==> src/rtl/intr_generator_pkg.sv <==
// Shared register map, STATUS bit positions and pulse-engine state type
// for the software-driven interrupt generator.
package intr_generator_pkg;

  localparam int DEFAULT_PULSE_W = 16;

  localparam logic [2:0] REG_LEVEL_LO  = 3'd0;
  localparam logic [2:0] REG_LEVEL_HI  = 3'd1;
  localparam logic [2:0] REG_PULSE_LO  = 3'd2;
  localparam logic [2:0] REG_PULSE_HI  = 3'd3;
  localparam logic [2:0] REG_PULSE_LEN = 3'd4;
  localparam logic [2:0] REG_STATUS    = 3'd5;

  localparam int STATUS_BUSY_BIT  = 0;
  localparam int STATUS_ABORT_BIT = 0;
  localparam int STATUS_COUNT_LSB = 16;

  typedef enum logic {
    PT_IDLE   = 1'b0,
    PT_ACTIVE = 1'b1
  } pt_state_e;

endpackage

==> src/rtl/intr_generator_if.sv <==
// Avalon-MM register port of the interrupt generator: one-wait-state
// registered read data, no wait-request.
interface intr_generator_if;
  logic [2:0]  addr;
  logic        read;
  logic        write;
  logic [31:0] wrdata;
  logic [31:0] rddata;

  modport master (output addr, read, write, wrdata, input rddata);
  modport slave  (input addr, read, write, wrdata, output rddata);
endinterface

==> src/rtl/intr_pulse_timer.sv <==
// Shared pulse down-counter with IDLE/ACTIVE state, abort/retrigger/expiry
// priority and the completed-pulse counter.
module intr_pulse_timer
  import intr_generator_pkg::*;
#(
  parameter int PULSE_W = DEFAULT_PULSE_W
) (
  input  logic               clk,
  input  logic               rst_n,
  input  logic               fire,
  input  logic               abort,
  input  logic               clr_count,
  input  logic [PULSE_W-1:0] pulse_len,
  output logic               busy,
  output logic               clear,
  output logic [PULSE_W-1:0] count
);

  pt_state_e          state_q, state_d;
  logic [PULSE_W-1:0] cnt_q, cnt_d;
  logic [PULSE_W-1:0] count_q, count_d;
  logic               expire;

  // Priority: abort > retrigger/fire > expiry; a count clear beats an increment.
  always_comb begin
    // NOTE: every combinational output gets a default first so no path
    // through the if/else chain can infer a latch.
    state_d = state_q;
    cnt_d   = cnt_q;
    count_d = count_q;
    clear   = 1'b0;
    expire  = (state_q == PT_ACTIVE) && (cnt_q == PULSE_W'(1));

    if (abort) begin
      state_d = PT_IDLE;
      cnt_d   = '0;
      clear   = 1'b1;
    end else if (fire) begin
      state_d = PT_ACTIVE;
      cnt_d   = (pulse_len == '0) ? PULSE_W'(1) : pulse_len;
    end else if (state_q == PT_ACTIVE) begin
      if (expire) begin
        state_d = PT_IDLE;
        cnt_d   = '0;
        clear   = 1'b1;
        count_d = count_q + PULSE_W'(1);
      end else begin
        cnt_d = cnt_q - PULSE_W'(1);
      end
    end

    if (clr_count) count_d = '0;
  end

  always_ff @(posedge clk or negedge rst_n) begin
    if (!rst_n) begin
      state_q <= PT_IDLE;
      cnt_q   <= '0;
      count_q <= '0;
    end else begin
      // NOTE: state registers use non-blocking assignments so every flop
      // samples the pre-edge values regardless of statement order.
      state_q <= state_d;
      cnt_q   <= cnt_d;
      count_q <= count_d;
    end
  end

  assign busy  = (state_q == PT_ACTIVE);
  assign count = count_q;

endmodule

==> src/rtl/intr_generator.sv <==
// Software-controlled interrupt source: level registers plus a shared timed
// pulse engine, driven over an Avalon-MM slave port.
module intr_generator
  import intr_generator_pkg::*;
#(
  parameter int NUM_INTR = 32,
  parameter int PULSE_W  = DEFAULT_PULSE_W
) (
  input  logic                clk,
  input  logic                rst_n,
  intr_generator_if.slave     bus,
  output logic [NUM_INTR-1:0] interrupt_out
);

  localparam int LO_W = (NUM_INTR < 32) ? NUM_INTR : 32;

  logic                wr_level_lo, wr_pulse_lo, wr_len, wr_status;
  logic [LO_W-1:0]     level_lo_q;
  logic [NUM_INTR-1:0] level_all;
  logic [31:0]         level_hi_rd;
  logic [NUM_INTR-1:0] pulse_mask;
  logic [NUM_INTR-1:0] pulse_active_q;
  logic [PULSE_W-1:0]  pulse_len_q;
  logic                fire, abort, busy, pulse_clear;
  logic [PULSE_W-1:0]  count;
  logic [PULSE_W+15:0] status_wide;
  logic [31:0]         rd_mux, rddata_q;

  assign wr_level_lo = bus.write && (bus.addr == REG_LEVEL_LO);
  assign wr_pulse_lo = bus.write && (bus.addr == REG_PULSE_LO);
  assign wr_len      = bus.write && (bus.addr == REG_PULSE_LEN);
  assign wr_status   = bus.write && (bus.addr == REG_STATUS);
  assign abort       = wr_status && bus.wrdata[STATUS_ABORT_BIT];

  always_ff @(posedge clk or negedge rst_n) begin
    if (!rst_n)           level_lo_q <= '0;
    else if (wr_level_lo) level_lo_q <= bus.wrdata[LO_W-1:0];
  end

  if (NUM_INTR > 32) begin : g_hi
    localparam int HI_W = NUM_INTR - 32;
    logic [HI_W-1:0] level_hi_q;

    always_ff @(posedge clk or negedge rst_n) begin
      if (!rst_n)
        level_hi_q <= '0;
      else if (bus.write && (bus.addr == REG_LEVEL_HI))
        level_hi_q <= bus.wrdata[HI_W-1:0];
    end

    assign level_all   = {level_hi_q, level_lo_q};
    assign level_hi_rd = 32'(level_hi_q);
  end else begin : g_no_hi
    assign level_all   = level_lo_q;
    assign level_hi_rd = '0;
  end

  // Per-line fire mask; lines above 31 only respond to PULSE_HI.
  for (genvar i = 0; i < NUM_INTR; i++) begin : g_mask
    if (i < 32) begin : g_lo_bit
      assign pulse_mask[i] = wr_pulse_lo && bus.wrdata[i];
    end else begin : g_hi_bit
      assign pulse_mask[i] = bus.write && (bus.addr == REG_PULSE_HI) && bus.wrdata[i-32];
    end
  end

  assign fire = |pulse_mask;

  // PULSE_LEN resets to 1 so a pulse fired straight out of reset is one cycle.
  always_ff @(posedge clk or negedge rst_n) begin
    if (!rst_n)      pulse_len_q <= PULSE_W'(1);
    else if (wr_len) pulse_len_q <= bus.wrdata[PULSE_W-1:0];
  end

  intr_pulse_timer #(.PULSE_W(PULSE_W)) u_timer (
    .clk       (clk),
    .rst_n     (rst_n),
    .fire      (fire),
    .abort     (abort),
    .clr_count (wr_status),
    .pulse_len (pulse_len_q),
    .busy      (busy),
    .clear     (pulse_clear),
    .count     (count)
  );

  always_ff @(posedge clk or negedge rst_n) begin
    if (!rst_n)           pulse_active_q <= '0;
    else if (pulse_clear) pulse_active_q <= '0;
    else if (fire)        pulse_active_q <= pulse_active_q | pulse_mask;
  end

  assign interrupt_out = level_all | pulse_active_q;

  assign status_wide = {count, 15'd0, busy};

  // Read mux sees pre-edge register values, so a same-cycle write is not visible.
  always_comb begin
    rd_mux = '0;
    case (bus.addr)
      REG_LEVEL_LO:  rd_mux = 32'(level_lo_q);
      REG_LEVEL_HI:  rd_mux = level_hi_rd;
      REG_PULSE_LEN: rd_mux = 32'(pulse_len_q);
      REG_STATUS:    rd_mux = 32'(status_wide);
      default:       rd_mux = '0;
    endcase
  end

  always_ff @(posedge clk or negedge rst_n) begin
    if (!rst_n) rddata_q <= '0;
    else        rddata_q <= bus.read ? rd_mux : '0;
  end

  assign bus.rddata = rddata_q;

endmodule

==> src/flat_wrapper.sv <==
// flat-port wrapper written by rule: the top's interface ports become plain ports
module intr_generator_flat import intr_generator_pkg::*;
#(
  parameter int NUM_INTR = 32,
  parameter int PULSE_W  = DEFAULT_PULSE_W
)
  (clk, rst_n, interrupt_out, bus_addr, bus_read, bus_write, bus_wrdata, bus_rddata);
  intr_generator_if bus_i ();
  input  logic clk;
  input  logic rst_n;
  output logic [NUM_INTR-1:0] interrupt_out;
  input wire logic [$bits(bus_i.addr)-1:0] bus_addr;
  input wire logic [$bits(bus_i.read)-1:0] bus_read;
  input wire logic [$bits(bus_i.write)-1:0] bus_write;
  input wire logic [$bits(bus_i.wrdata)-1:0] bus_wrdata;
  output wire logic [$bits(bus_i.rddata)-1:0] bus_rddata;
  assign bus_i.addr = bus_addr;
  assign bus_i.read = bus_read;
  assign bus_i.write = bus_write;
  assign bus_i.wrdata = bus_wrdata;
  assign bus_rddata = bus_i.rddata;
  intr_generator #(.NUM_INTR(NUM_INTR), .PULSE_W(PULSE_W)) u_core (.clk(clk), .rst_n(rst_n), .bus(bus_i), .interrupt_out(interrupt_out));
endmodule
==> config.mk <==
export PLATFORM = sky130hd
export DESIGN_NAME = intr_generator_flat
export DESIGN_NICKNAME = d
export VERILOG_FILES = /design/src/rtl/intr_generator_pkg.sv /design/src/rtl/intr_generator_if.sv /design/src/rtl/intr_pulse_timer.sv /design/src/rtl/intr_generator.sv /design/src/flat_wrapper.sv
export SDC_FILE = /design/constraint.sdc
export NUM_CORES = 1
export LEC_CHECK = 0
export ABC_AREA = 1
export BUFFER_PORTS_ARGS = -buffer_cell sky130_fd_sc_hd__buf_2
export CORE_ASPECT_RATIO = 0.9
export CORE_MARGIN = 2
export CORE_UTILIZATION = 55
export CTS_CLUSTER_SIZE = 10
export DETAILED_ROUTE_END_ITERATION = 8
export GPL_ROUTABILITY_DRIVEN = 0
export GPL_TIMING_DRIVEN = 0
export PLACE_DENSITY = 0.87
export SKIP_LAST_GASP = 1
export SLEW_MARGIN = 15
export SYNTH_ARGS = -nofsm -noshare
export SYNTH_HDL_FRONTEND = slang
export SYNTH_SLANG_ARGS = --single-unit
==> constraint.sdc <==
create_clock -name clk -period 3.3 [get_ports clk]
set_input_delay 0.33 -clock clk [delete_from_list [all_inputs] [get_ports clk]]
set_output_delay 0.33 -clock clk [all_outputs]
set_load 0.005 [all_outputs]
==> impl_metrics.csv, run 1 <==
group,metric,value,unit
die,floorplan.die.width,124,um
setup_path,cp_data_required_time,3.61,ns
placement,place.detailed.hpwl,13800,um
power,total_power,5.26,mW
clock_network,tritoncts,"yes",
placement,dpl_cell_area,7900,um^2
grt,antenna_found_initial,0,
finish,cell_area_after_layout,8470,um^2
worst_hold_path,timing.hold.worst.class,"in -> reg",
finish,antenna_cells,0,
finish,instances_no_fill,1219,
setup_path,worst_reg2reg_path_startpoint,"u_core.u_timer.cnt_q[7]",
placement,buffer_ports.inserted,102,
setup_path,kind_of_launch_point_of_the_worst_setup_path,"register",
run,maxCapViolCount,0,
die,die-area,13900,um^2
die,die_y,112,um
sta,slew_headroom,60.9,%
grt,overflow,0,
finish,area_growth_syn_to_layout,18.5,%
sta,timing.fmax,475,MHz
setup_path,regToRegSetupSlack,1.19,ns
die,rows,39,
sta,totalNegativeSetupSlack,0,ns
yosys,netlist_instances,919,
setup_path,critical_path.slowest_cell,"sky130_fd_sc_hd__dfrtp_1",
yosys,yosys_warnings,0,
power,max-vdd-ir-drop,401,uV
clock_network,clk_pin_slew_worst_paths,0.06,ns
setup_path,timing.critical_path.slowest_cell_delay,0.42,ns
sta,finalWorstSetupSlack,1.19,ns
sta,worst_clock_skew,0.00959,ns
worst_hold_path,worst_hold_path.endpoint,"u_core.bus.rddata[0]",
yosys,post_synth.cell_area_avg,7.78,um^2
clock_network,ctsHtreeMaxLevel,4,
worst_hold_path,worst_hold_path.num_cells,3,
sta,timing.hold.ws,0.146,ns
placement,placed_cells,1186,
die,boundaryPins,103,
clock_network,max-clock-path-buffers,2,
finish,multi_input_combinational_cell_area,2920,um^2
grt,grt_max_degree,81,
die,floorplan.initialDensity,56.3,%
clock_network,cts.sinks,145,
finish,fillCellCount,1029,
sta,finalCritPeriodShare,63.8,%
yosys,synth.cell_area,7150,um^2
sta,tightest_slew,0.586,ns
clock_network,inserted_clock_buffers,17,
setup_path,critical_path.n_buffers_inverters,2,
sta,finalSetupViolations,0,
yosys,synth-seq-cells,145,
routing,vias_per_cell,5.42,
routing,drcViolationCount,0,
finish,finalNetCount,1084,
finish,drive_above_1_share,17.6,%
sta,period_minus_slack,2.11,ns
setup_path,worstRegToRegCells,9,
sta,finalHoldViolCount,0,
placement,pre_cts_ws,0.981,ns
routing,wl_met3,1680,um
setup_path,crit_chain,"nor2_1 > nand2_1 > nor2_1 > nand3_1 > inv_1 > nand2_2 > nand2_2 > buf_4 > a21oi_1",
clock_network,clk_root_buffer_cell,"sky130_fd_sc_hd__clkbuf_16",
power,power_per_cell_area,622,nW/um^2
finish,area.sequential,3630,um^2
yosys,post_synthesis_sequential_area_ratio,50.8,%
die,core_region_area,12700,um^2
yosys,ys_types,32,
worst_hold_path,worst_hold_startpoint,"bus_read",
setup_path,path_class,"reg -> reg",
routing,detailroute.wirelength.met2,8980,um
grt,grt_pass1_vias,6438,
grt,first_pass_grt_wire_length,31400,um
grt,grt_use_total,29.4,%
setup_path,arrival,2.42,ns
setup_path,path_max_fanout,10,
status,outcome,"complete, no violations",
routing,wl_met1,8050,um
setup_path,critical_path.endpoint_type,"register",
finish,finalCoreUtilization,66.7,%
setup_path,destination_of_the_worst_register_to_register_timing_path,"u_core.pulse_active_q[2]",
routing,topRoutingLayerUsed,"met4",
power,leakage,4.37,nW
routing,route.vias.total,6605,
clock_network,post_cts_resized,0,
routing,drt-total-wl,19100,um
routing,route.detailed.wl_per_inst,15.7,um
setup_path,timing.critical_path.max_delay_family,"simple AND/OR/NAND/NOR gates",
yosys,synth_nets,961,
routing,detail-route-antenna-nets,0,
sta,grt_setup_unrepaired,"no",
routing,first_pass_iters,7,
clock_network,worst_skew_pair.late_latency,0.44,ns
routing,initialDrtViolationCount,559,
sta,maxSlewViolCount,0,
-- where the power goes --
| part | internal [mW] | switching, mW | leakage, nW | total, mW |
|---|---|---|---|---|
| clock | 1.06 | 0.728 | 0.258 | 1.79 |
| combinational | 0.456 | 0.650 | 2.30 | 1.11 |
| sequential | 2.09 | 0.278 | 1.81 | 2.37 |
-- kinds of logic (layout without fill, tap and decap cells) --
| group | count (synthesis) | in the layout | synth area share (%) |
|---|---|---|---|
| and+or+nand+nor | 441 | 441 | 26.1 |
| DFF | 145 | 145 | 50.8 |
| xor gates and xnor gates | 20 | 20 | 2.45 |
| AOI/OAI and AO/OA | 166 | 166 | 11.8 |
| buffers and inverters | 144 | 280 | 8.33 |
| adders and majority gates | 3 | 3 | 0.525 |
-- timing repair --
item / 4_1_cts / 5_1_grt
hold endpoints to repair: 79 / 0
hold buffers: 1 / 0
buffers inserted: 0 / 0
setup endpoints to repair: 0 / 0
-- synth_stat cells, drive strengths merged --
cell type | n | area share, %
dfstp | 1 | 0.37
nand2 | 287 | 15
buf | 12 | 1.4
ha | 3 | 0.53
nor2 | 64 | 3.6
nor3 | 9 | 0.79
inv | 110 | 5.8
clkbuf | 21 | 1.1
nand3b | 2 | 0.21
dfrtp | 144 | 50
o211ai | 3 | 0.32
a21oi | 84 | 5.9
nor4 | 3 | 0.26
o21ai | 78 | 5.5
clkinv | 1 | 0.052
xor2 | 18 | 2.2
nand3 | 44 | 3.1
nand4 | 5 | 0.44
or2 | 27 | 2.4
a31oi | 1 | 0.088
xnor2 | 2 | 0.25
-- worst max path at each step --
stage	from	endpoint	slack, ns	cells after the start
after floorplan	bus_write	u_core.pulse_active_q[16]	1.58	15
after global routing	u_core.u_timer.cnt_q[7]	u_core.pulse_active_q[2]	0.99	9
after CTS	u_core.u_timer.cnt_q[7]	u_core.pulse_active_q[2]	1.23	9
after detailed placement	bus_write	u_core.pulse_active_q[2]	0.98	16
final	u_core.u_timer.cnt_q[7]	u_core.pulse_active_q[2]	1.19	9
after global placement	rst_n	u_core.u_timer.cnt_q[8]	-0.05	1
-- routing by layer --
layer  GRT usage, %  vias to the layer above
met5              0                        -
met4           9.06                        0
met3           8.28                       46
met2           45.5                      289
met1           40.7                     3132
li1               -                     3138
-- worst min-delay path, stage by stage --
cell	delay (ns)
sky130_fd_sc_hd__buf_2	0.12
sky130_fd_sc_hd__nand2_1	0.05
sky130_fd_sc_hd__inv_1	0.04
-- cell type report --
| type | count | share of cell area, % |
|---|---|---|
| clock inverters | 7 | 0.606 |
| plain buffers | 33 | 2.08 |
| well taps | 164 | 2.42 |
| inverters | 111 | 4.95 |
| repair buffers | 104 | 6.59 |
| flip-flops and latches | 145 | 42.9 |
| multi-input cells | 630 | 34.5 |
| clock buffers | 25 | 5.97 |
-- registers in the layout (all words and copies together) (netlist names) --
name                   cells
u_core.bus.rddata         32
u_core.u_timer.cnt_q      16
u_core.pulse_active_q     32
u_core.pulse_len_q        16
u_core.u_timer.count      16
u_core.level_all          32
u_core.u_timer.busy        1
-- layout by cell type, fill, tap and decap left out, drive strengths merged --
cell type / count
nand2: 287
dfrtp: 144
buf: 115
inv: 110
a21oi: 84
o21ai: 78
nor2: 64
clkbuf: 46
nand3: 44
or2: 27
xor2: 18
nor3: 9
nand4: 5
clkinvlp: 5
o211ai: 3
nor4: 3
ha: 3
clkinv: 3
nand3b: 2
xnor2: 2
a31oi: 1
dlygate4sd3: 1
dfstp: 1
(Power assumes the default switching activity.)
==> run 2, diff against run 1 <==
Clock period 3.3 ns to 1.96 ns, I/O delays scaled along.
==> impl_metrics.csv, run 2 (synthesis results as in run 1) <==
group,metric,value,unit
status,outcome,"complete, no violations",
setup_path,timing.critical_path.max_delay_family,"simple AND/OR/NAND/NOR gates",
worst_hold_path,worst_hold_path.num_cells,3,
finish,area_growth_syn_to_layout,19.0,%
sta,finalSetupViolations,0,
power,total_power,8.89,mW
power,power_per_cell_area,1050,nW/um^2
setup_path,critical_path_cell_count,16,
finish,antenna_cells,0,
finish,fillCellCount,1021,
grt,antenna_found_initial,0,
finish,finalNetCount,1084,
clock_network,cts.sinks,145,
die,rows,39,
die,floorplan.die.width,124,um
clock_network,worst_skew_pair.late_latency,0.43,ns
grt,grt_use_total,29.4,%
finish,final_common_cell,"sky130_fd_sc_hd__nand2_1",
clock_network,post-cts-setup-buffer-count,0,
routing,initialDrtViolationCount,566,
setup_path,arrival,2.13,ns
power,leakage,4.37,nW
routing,vias_per_cell,5.44,
clock_network,clk_root_buffer_cell,"sky130_fd_sc_hd__clkbuf_16",
clock_network,inserted_clock_buffers,17,
grt,grt_pass1_vias,6439,
die,die-area,13900,um^2
finish,instances_no_fill,1219,
worst_hold_path,worst_hold_startpoint,"bus_read",
setup_path,timing.critical_path.slowest_cell_delay,0.22,ns
grt,overflow,0,
sta,maxSlewViolCount,0,
routing,route.detailed.wl_per_inst,15.7,um
setup_path,crit_chain,"buf_2 > nand2_1 > inv_2 > nand2_2 > buf_6 > inv_4 > buf_6 > o21ai_1 > nand2_1 > nor2_1 > nand2_1 > nor2_4 > nand2_2 > nand2_2 > buf_4 > a21oi_1",
sta,worst_clock_skew,0.00809,ns
finish,area.sequential,3630,um^2
setup_path,worstRegToRegCells,9,
grt,first_pass_grt_wire_length,31400,um
setup_path,regToRegSetupSlack,0.15,ns
setup_path,cp_data_required_time,2.27,ns
setup_path,critical_path.slowest_cell,"sky130_fd_sc_hd__buf_4",
sta,timing.fmax,551,MHz
routing,drt-total-wl,19200,um
finish,mostFrequentLayoutCells,"sky130_fd_sc_hd__nand2_1, sky130_fd_sc_hd__dfrtp_1, sky130_fd_sc_hd__inv_1, sky130_fd_sc_hd__buf_2, sky130_fd_sc_hd__a21oi_1",
die,die_y,112,um
grt,grt_max_degree,81,
worst_hold_path,worst_hold_path.endpoint,"u_core.bus.rddata[0]",
clock_network,tritoncts,"yes",
sta,finalHoldViolCount,0,
die,boundaryPins,103,
power,max-vdd-ir-drop,672,uV
setup_path,kind_of_launch_point_of_the_worst_setup_path,"input pin",
finish,multi_input_combinational_cell_area,2960,um^2
placement,dpl_cell_area,7900,um^2
setup_path,path_class,"in -> reg",
setup_path,worst_reg2reg_path_startpoint,"u_core.u_timer.cnt_q[4]",
routing,detail-route-antenna-nets,0,
sta,period_minus_slack,1.82,ns
routing,drcViolationCount,0,
clock_network,max-clock-path-buffers,2,
worst_hold_path,timing.hold.worst.class,"in -> reg",
sta,tightest_slew,0.590,ns
setup_path,critical_path.endpoint_type,"register",
clock_network,clk_pin_slew_worst_paths,0.05,ns
setup_path,critical_path.n_buffers_inverters,6,
run,maxCapViolCount,0,
clock_network,ctsHtreeMaxLevel,4,
setup_path,destination_of_the_worst_register_to_register_timing_path,"u_core.pulse_active_q[2]",
placement,placed_cells,1186,
routing,first_pass_iters,5,
finish,drive_above_1_share,18.3,%
routing,route.vias.total,6629,
setup_path,path_max_fanout,10,
sta,slew_headroom,60.7,%
sta,finalCritPeriodShare,92.6,%
placement,place.detailed.hpwl,13800,um
die,floorplan.initialDensity,56.3,%
die,core_region_area,12700,um^2
placement,buffer_ports.inserted,102,
finish,cell_area_after_layout,8500,um^2
-- run 2: area by class of cell --
type	instances	share of cell area, %
clock buffer	25	5.94
multi-input combinational	630	34.8
clock inverter	7	0.603
timing repair buffer	104	6.56
tap	164	2.41
inverter	111	4.93
buffer	33	2.09
sequential	145	42.7
-- run 2: timing repair --
| item | 4_1_cts | 5_1_grt |
|---|---|---|
| pin swaps | 0 | 1 |
| gates cloned | 0 | 0 |
| gates resized for setup | 1 | 10 |
| hold buffers | 1 | 0 |
| hold endpoints to repair | 79 | 0 |
| setup endpoints to repair | 51 | 53 |
-- run 2: power breakdown --
group / switching, mW / internal, mW
combinational: 1.12 / 0.775
clock: 1.23 / 1.78
sequential: 0.467 / 3.53
-- run 2: how the worst max path moves through the flow --
stage	start	end
floorplan	u_core.u_timer.cnt_q[1]	u_core.u_timer.cnt_q[0]
global placement	rst_n	u_core.u_timer.cnt_q[8]
detailed placement	bus_write	u_core.pulse_active_q[2]
CTS	u_core.u_timer.cnt_q[7]	u_core.pulse_active_q[2]
global route	u_core.u_timer.cnt_q[0]	u_core.u_timer.cnt_q[10]
finish	bus_write	u_core.pulse_active_q[2]
-- run 2: per-stage QoR --
stage                     setup slack [ns]  util [%]  setup TNS [ns]  hold slack, ns
after detailed placement            -0.225      62.3          -10.34           0.213
after global routing              -0.00431      67.0        -0.00431          0.0304
final                                0.144      67.0               0          0.0143
after CTS                           0.0180      66.8               0         0.00315
after floorplan                      0.337         -               0         -0.0996
after global placement               -1.26      62.0         -190.32           0.445
-- run 2: worst min-delay path, stage by stage --
cell                      delay (ns)
sky130_fd_sc_hd__buf_2          0.12
sky130_fd_sc_hd__nand2_1        0.06
sky130_fd_sc_hd__inv_1          0.04
-- run 2: per-layer routing --
| layer | GRT usage [%] | vias to the layer above | wire, um |
|---|---|---|---|
| li1 | - | 3152 | - |
| met1 | 40.8 | 3106 | 8050 |
| met2 | 45.5 | 330 | 9060 |
| met3 | 8.03 | 41 | 1730 |
| met4 | 9.06 | 0 | 347 |
| met5 | 0 | - | 0 |
==> run 3, diff against run 2 <==
Settings changed: ABC_AREA 1 to 0, PLACE_DENSITY 0.87 to 0.88.
==> impl_metrics.csv, run 3 <==
group,metric,value,unit
status,outcome,"finished, violations left",
status,violations,"setup timing",
clock_network,ctsHtreeMaxLevel,4,
grt,grt_max_degree,88,
yosys,synth_xor_xnor_area_share,2.43,%
power,share_clk_of_total_power,36.5,%
yosys,ys_types,46,
setup_path,path_max_fanout,5,
finish,finalNetCount,777,
yosys,post-synth-top-area-cell,"sky130_fd_sc_hd__dfrtp_1",
yosys,netlist.area_leader.share,55.5,%
setup_path,arrival,2.48,ns
sta,finalHoldViolCount,0,
power,power_per_cell_area,1200,nW/um^2
setup_path,kind_of_launch_point_of_the_worst_setup_path,"register",
setup_path,timing.critical_path.slowest_cell_delay,0.62,ns
yosys,yosys_warnings,0,
yosys,post_synth_most_frequent_cells,"sky130_fd_sc_hd__dfrtp_1, sky130_fd_sc_hd__nor2_1, sky130_fd_sc_hd__a21oi_1",
clock_network,clk_root_buffer_cell,"sky130_fd_sc_hd__clkbuf_16",
clock_network,clk_pin_slew_worst_paths,0.06,ns
finish,final_common_cell,"sky130_fd_sc_hd__dfrtp_1",
routing,route.vias.total,5677,
clock_network,max-clock-path-buffers,2,
yosys,yosys.area_share.simple,18.0,%
yosys,synth_ff_type,"sky130_fd_sc_hd__dfrtp_1",
yosys,synth.area.mux_share,10.8,%
sta,grt_setup_unrepaired,"yes",
setup_path,timing.critical_path.max_delay_family,"simple AND/OR/NAND/NOR gates",
sta,timing.fmax,469,MHz
routing,detail-route-antenna-nets,0,
clock_network,cts.sinks,145,
yosys,synth-seq-cells,145,
power,p_comb_share,21.1,%
yosys,synth.cell_area,6490,um^2
power,leakage,3.77,nW
power,switchingPower,2.98,mW
setup_path,critical_path.n_buffers_inverters,0,
placement,dpl_cell_area,7230,um^2
placement,buffer_ports.inserted,102,
power,total_power,9.84,mW
sta,period_minus_slack,2.13,ns
die,boundaryPins,103,
die,floorplan.initialDensity,56.5,%
setup_path,cp_data_required_time,2.31,ns
setup_path,path_class,"reg -> reg",
clock_network,inserted_clock_buffers,17,
finish,finalCoreUtilization,71.7,%
yosys,post_synthesis_sequential_area_ratio,55.9,%
sta,finalSetupViolations,21,
setup_path,crit_chain,"or4_4 > or2_4 > nor3_2 > xor2_1 > a22oi_1 > a21oi_1",
grt,first_pass_grt_wire_length,28900,um
yosys,synthTopCellsByArea,"sky130_fd_sc_hd__dfrtp_1, sky130_fd_sc_hd__mux2_2, sky130_fd_sc_hd__nor2_1, sky130_fd_sc_hd__a21oi_1, sky130_fd_sc_hd__or2_2",
sta,slew_headroom,47.2,%
yosys,synth_adder_area_share,0.578,%
die,rows,37,
finish,area_growth_syn_to_layout,26.8,%
run,maxCapViolCount,0,
setup_path,critical_path.endpoint_type,"register",
routing,route.detailed.wl_per_inst,21.2,um
routing,drt-total-wl,19200,um
placement,pre_cts_ws,-0.461,ns
sta,finalWorstSetupSlack,-0.171,ns
finish,mostFrequentLayoutCells,"sky130_fd_sc_hd__dfrtp_1, sky130_fd_sc_hd__buf_2, sky130_fd_sc_hd__nor2_1, sky130_fd_sc_hd__a21oi_1, sky130_fd_sc_hd__mux2_2",
yosys,synth_nets,633,
yosys,synth.most_common_cell,"sky130_fd_sc_hd__dfrtp_1",
sta,worst_clock_skew,0.00890,ns
power,power_report.internal_total,6.86,mW
power,power.share.switching,30.3,%
yosys,synth-edff-count,0,
worst_hold_path,timing.hold.worst.class,"in -> reg",
die,floorplan.die.width,119,um
routing,initialDrtViolationCount,747,
power,max-vdd-ir-drop,1220,uV
finish,drive_above_1_share,37.7,%
routing,drcViolationCount,0,
power,p_seq_share,42.5,%
finish,antenna_cells,0,
setup_path,critical_path.slowest_cell,"sky130_fd_sc_hd__or4_4",
yosys,netlist_instances,591,
routing,first_pass_iters,8,
grt,overflow,0,
die,core_region_area,11500,um^2
setup_path,regToRegSetupSlack,-0.17,ns
die,die-area,12700,um^2
finish,cell_area_after_layout,8230,um^2
clock_network,worst_skew_pair.late_latency,0.43,ns
sta,tightest_slew,0.792,ns
routing,vias_per_cell,6.28,
grt,grt_use_total,29.4,%
yosys,synth_compound_gate_area_share,9.89,%
clock_network,tritoncts,"yes",
grt,grt_pass1_vias,5556,
placement,place.detailed.hpwl,11900,um
die,die_y,107,um
yosys,synthArstFlopShare,100,%
sta,finalCritPeriodShare,109,%
yosys,post_synth.cell_area_avg,11.0,um^2
yosys,largest_family_of_logic_cells_by_synthesized_area,"simple AND/OR/NAND/NOR gates",
sta,maxSlewViolCount,0,
grt,antenna_found_initial,0,
run 3: cell types whose count changed after synthesis, moves of 32 or more:
cell | before | now
sky130_fd_sc_hd__mux2_2 | 0 | 48
sky130_fd_sc_hd__nor2_1 | 60 | 95
sky130_fd_sc_hd__o21ai_0 | 60 | 23
sky130_fd_sc_hd__nand3_1 | 44 | 10
sky130_fd_sc_hd__a21oi_1 | 84 | 52
sky130_fd_sc_hd__inv_1 | 107 | 3
sky130_fd_sc_hd__nand2_1 | 282 | 14
run 3: final cells by class:
| type | instances | area, um^2 |
|---|---|---|
| flip-flops and latches | 145 | 3630 |
| fillers | 739 | 3250 |
| multi-input cells | 410 | 2840 |
| repair buffers | 125 | 716 |
| clock buffers | 20 | 447 |
| clock inverters | 12 | 203 |
| well taps | 156 | 195 |
| plain buffers | 33 | 183 |
| inverters | 3 | 11.3 |
run 3: tightest hold or removal path: cells and delay by family:
kind / cells / cell delay, ns
AO/OA/AOI/OAI: 1 / 0.06
buffers and inverters: 1 / 0.11
AND/OR/NAND/NOR: 1 / 0.07
run 3: stage by stage:
stage               hold slack, ns  setup TNS (ns)  cells
CTS                         0.0407           -1.49    894
finish                      0.0452           -1.10    904
global placement             0.462         -179.42    849
floorplan                  -0.0996               0    591
detailed placement           0.152          -22.26    850
global route                0.0499           -3.19    904
run 3: final timing paths:
kind | cells after the start | startpoint | endpoint
max | 6 | u_core.u_timer.cnt_q[4] | u_core.u_timer.cnt_q[9]
min | 3 | bus_wrdata[21] | u_core.pulse_active_q[21]
max reg2reg | 6 | u_core.u_timer.cnt_q[4] | u_core.u_timer.cnt_q[9]
min reg2reg | 2 | u_core.pulse_active_q[14] | u_core.pulse_active_q[14]
max in group asynchronous | 3 | rst_n | u_core.u_timer.cnt_q[6]
min in group asynchronous | 2 | rst_n | u_core.pulse_active_q[11]
run 3: power by group through the flow:
stage,logic [mW],clock network [mW],registers (mW)
5_1_grt,2.22,3.74,4.21
3_3_place_gp,1.60,0,4.09
4_1_cts,1.89,3.58,4.11
2_1_floorplan,1.15,0,3.96
6_report,2.08,3.59,4.18
3_5_place_dp,1.71,0,4.14
run 3: logic make-up after synthesis:
| family | Yosys count |
|---|---|
| AND/OR/NAND/NOR | 215 |
| flip-flops | 145 |
| buffers and inverters | 36 |
| adder cells (fa/ha/maj) | 3 |
| XOR/XNOR | 18 |
| AO/OA/AOI/OAI | 110 |
| multiplexers | 64 |
run 3: per-layer routing:
metal	global-route usage (%)	vias to the layer above	part of all wire, %
met4	11.9	0	4.4
met3	6.22	91	8.1
met2	49.0	399	49
met5	0	-	0
li1	-	2379	-
met1	38.0	2808	38
run 3: timing repair:
action / in CTS / in global routing
buffers inserted: 11 / 10
gates resized for setup: 21 / 23
setup endpoints to repair: 59 / 60
hold endpoints to repair: 58 / 0
pin swaps: 16 / 9
hold buffers: 1 / 0
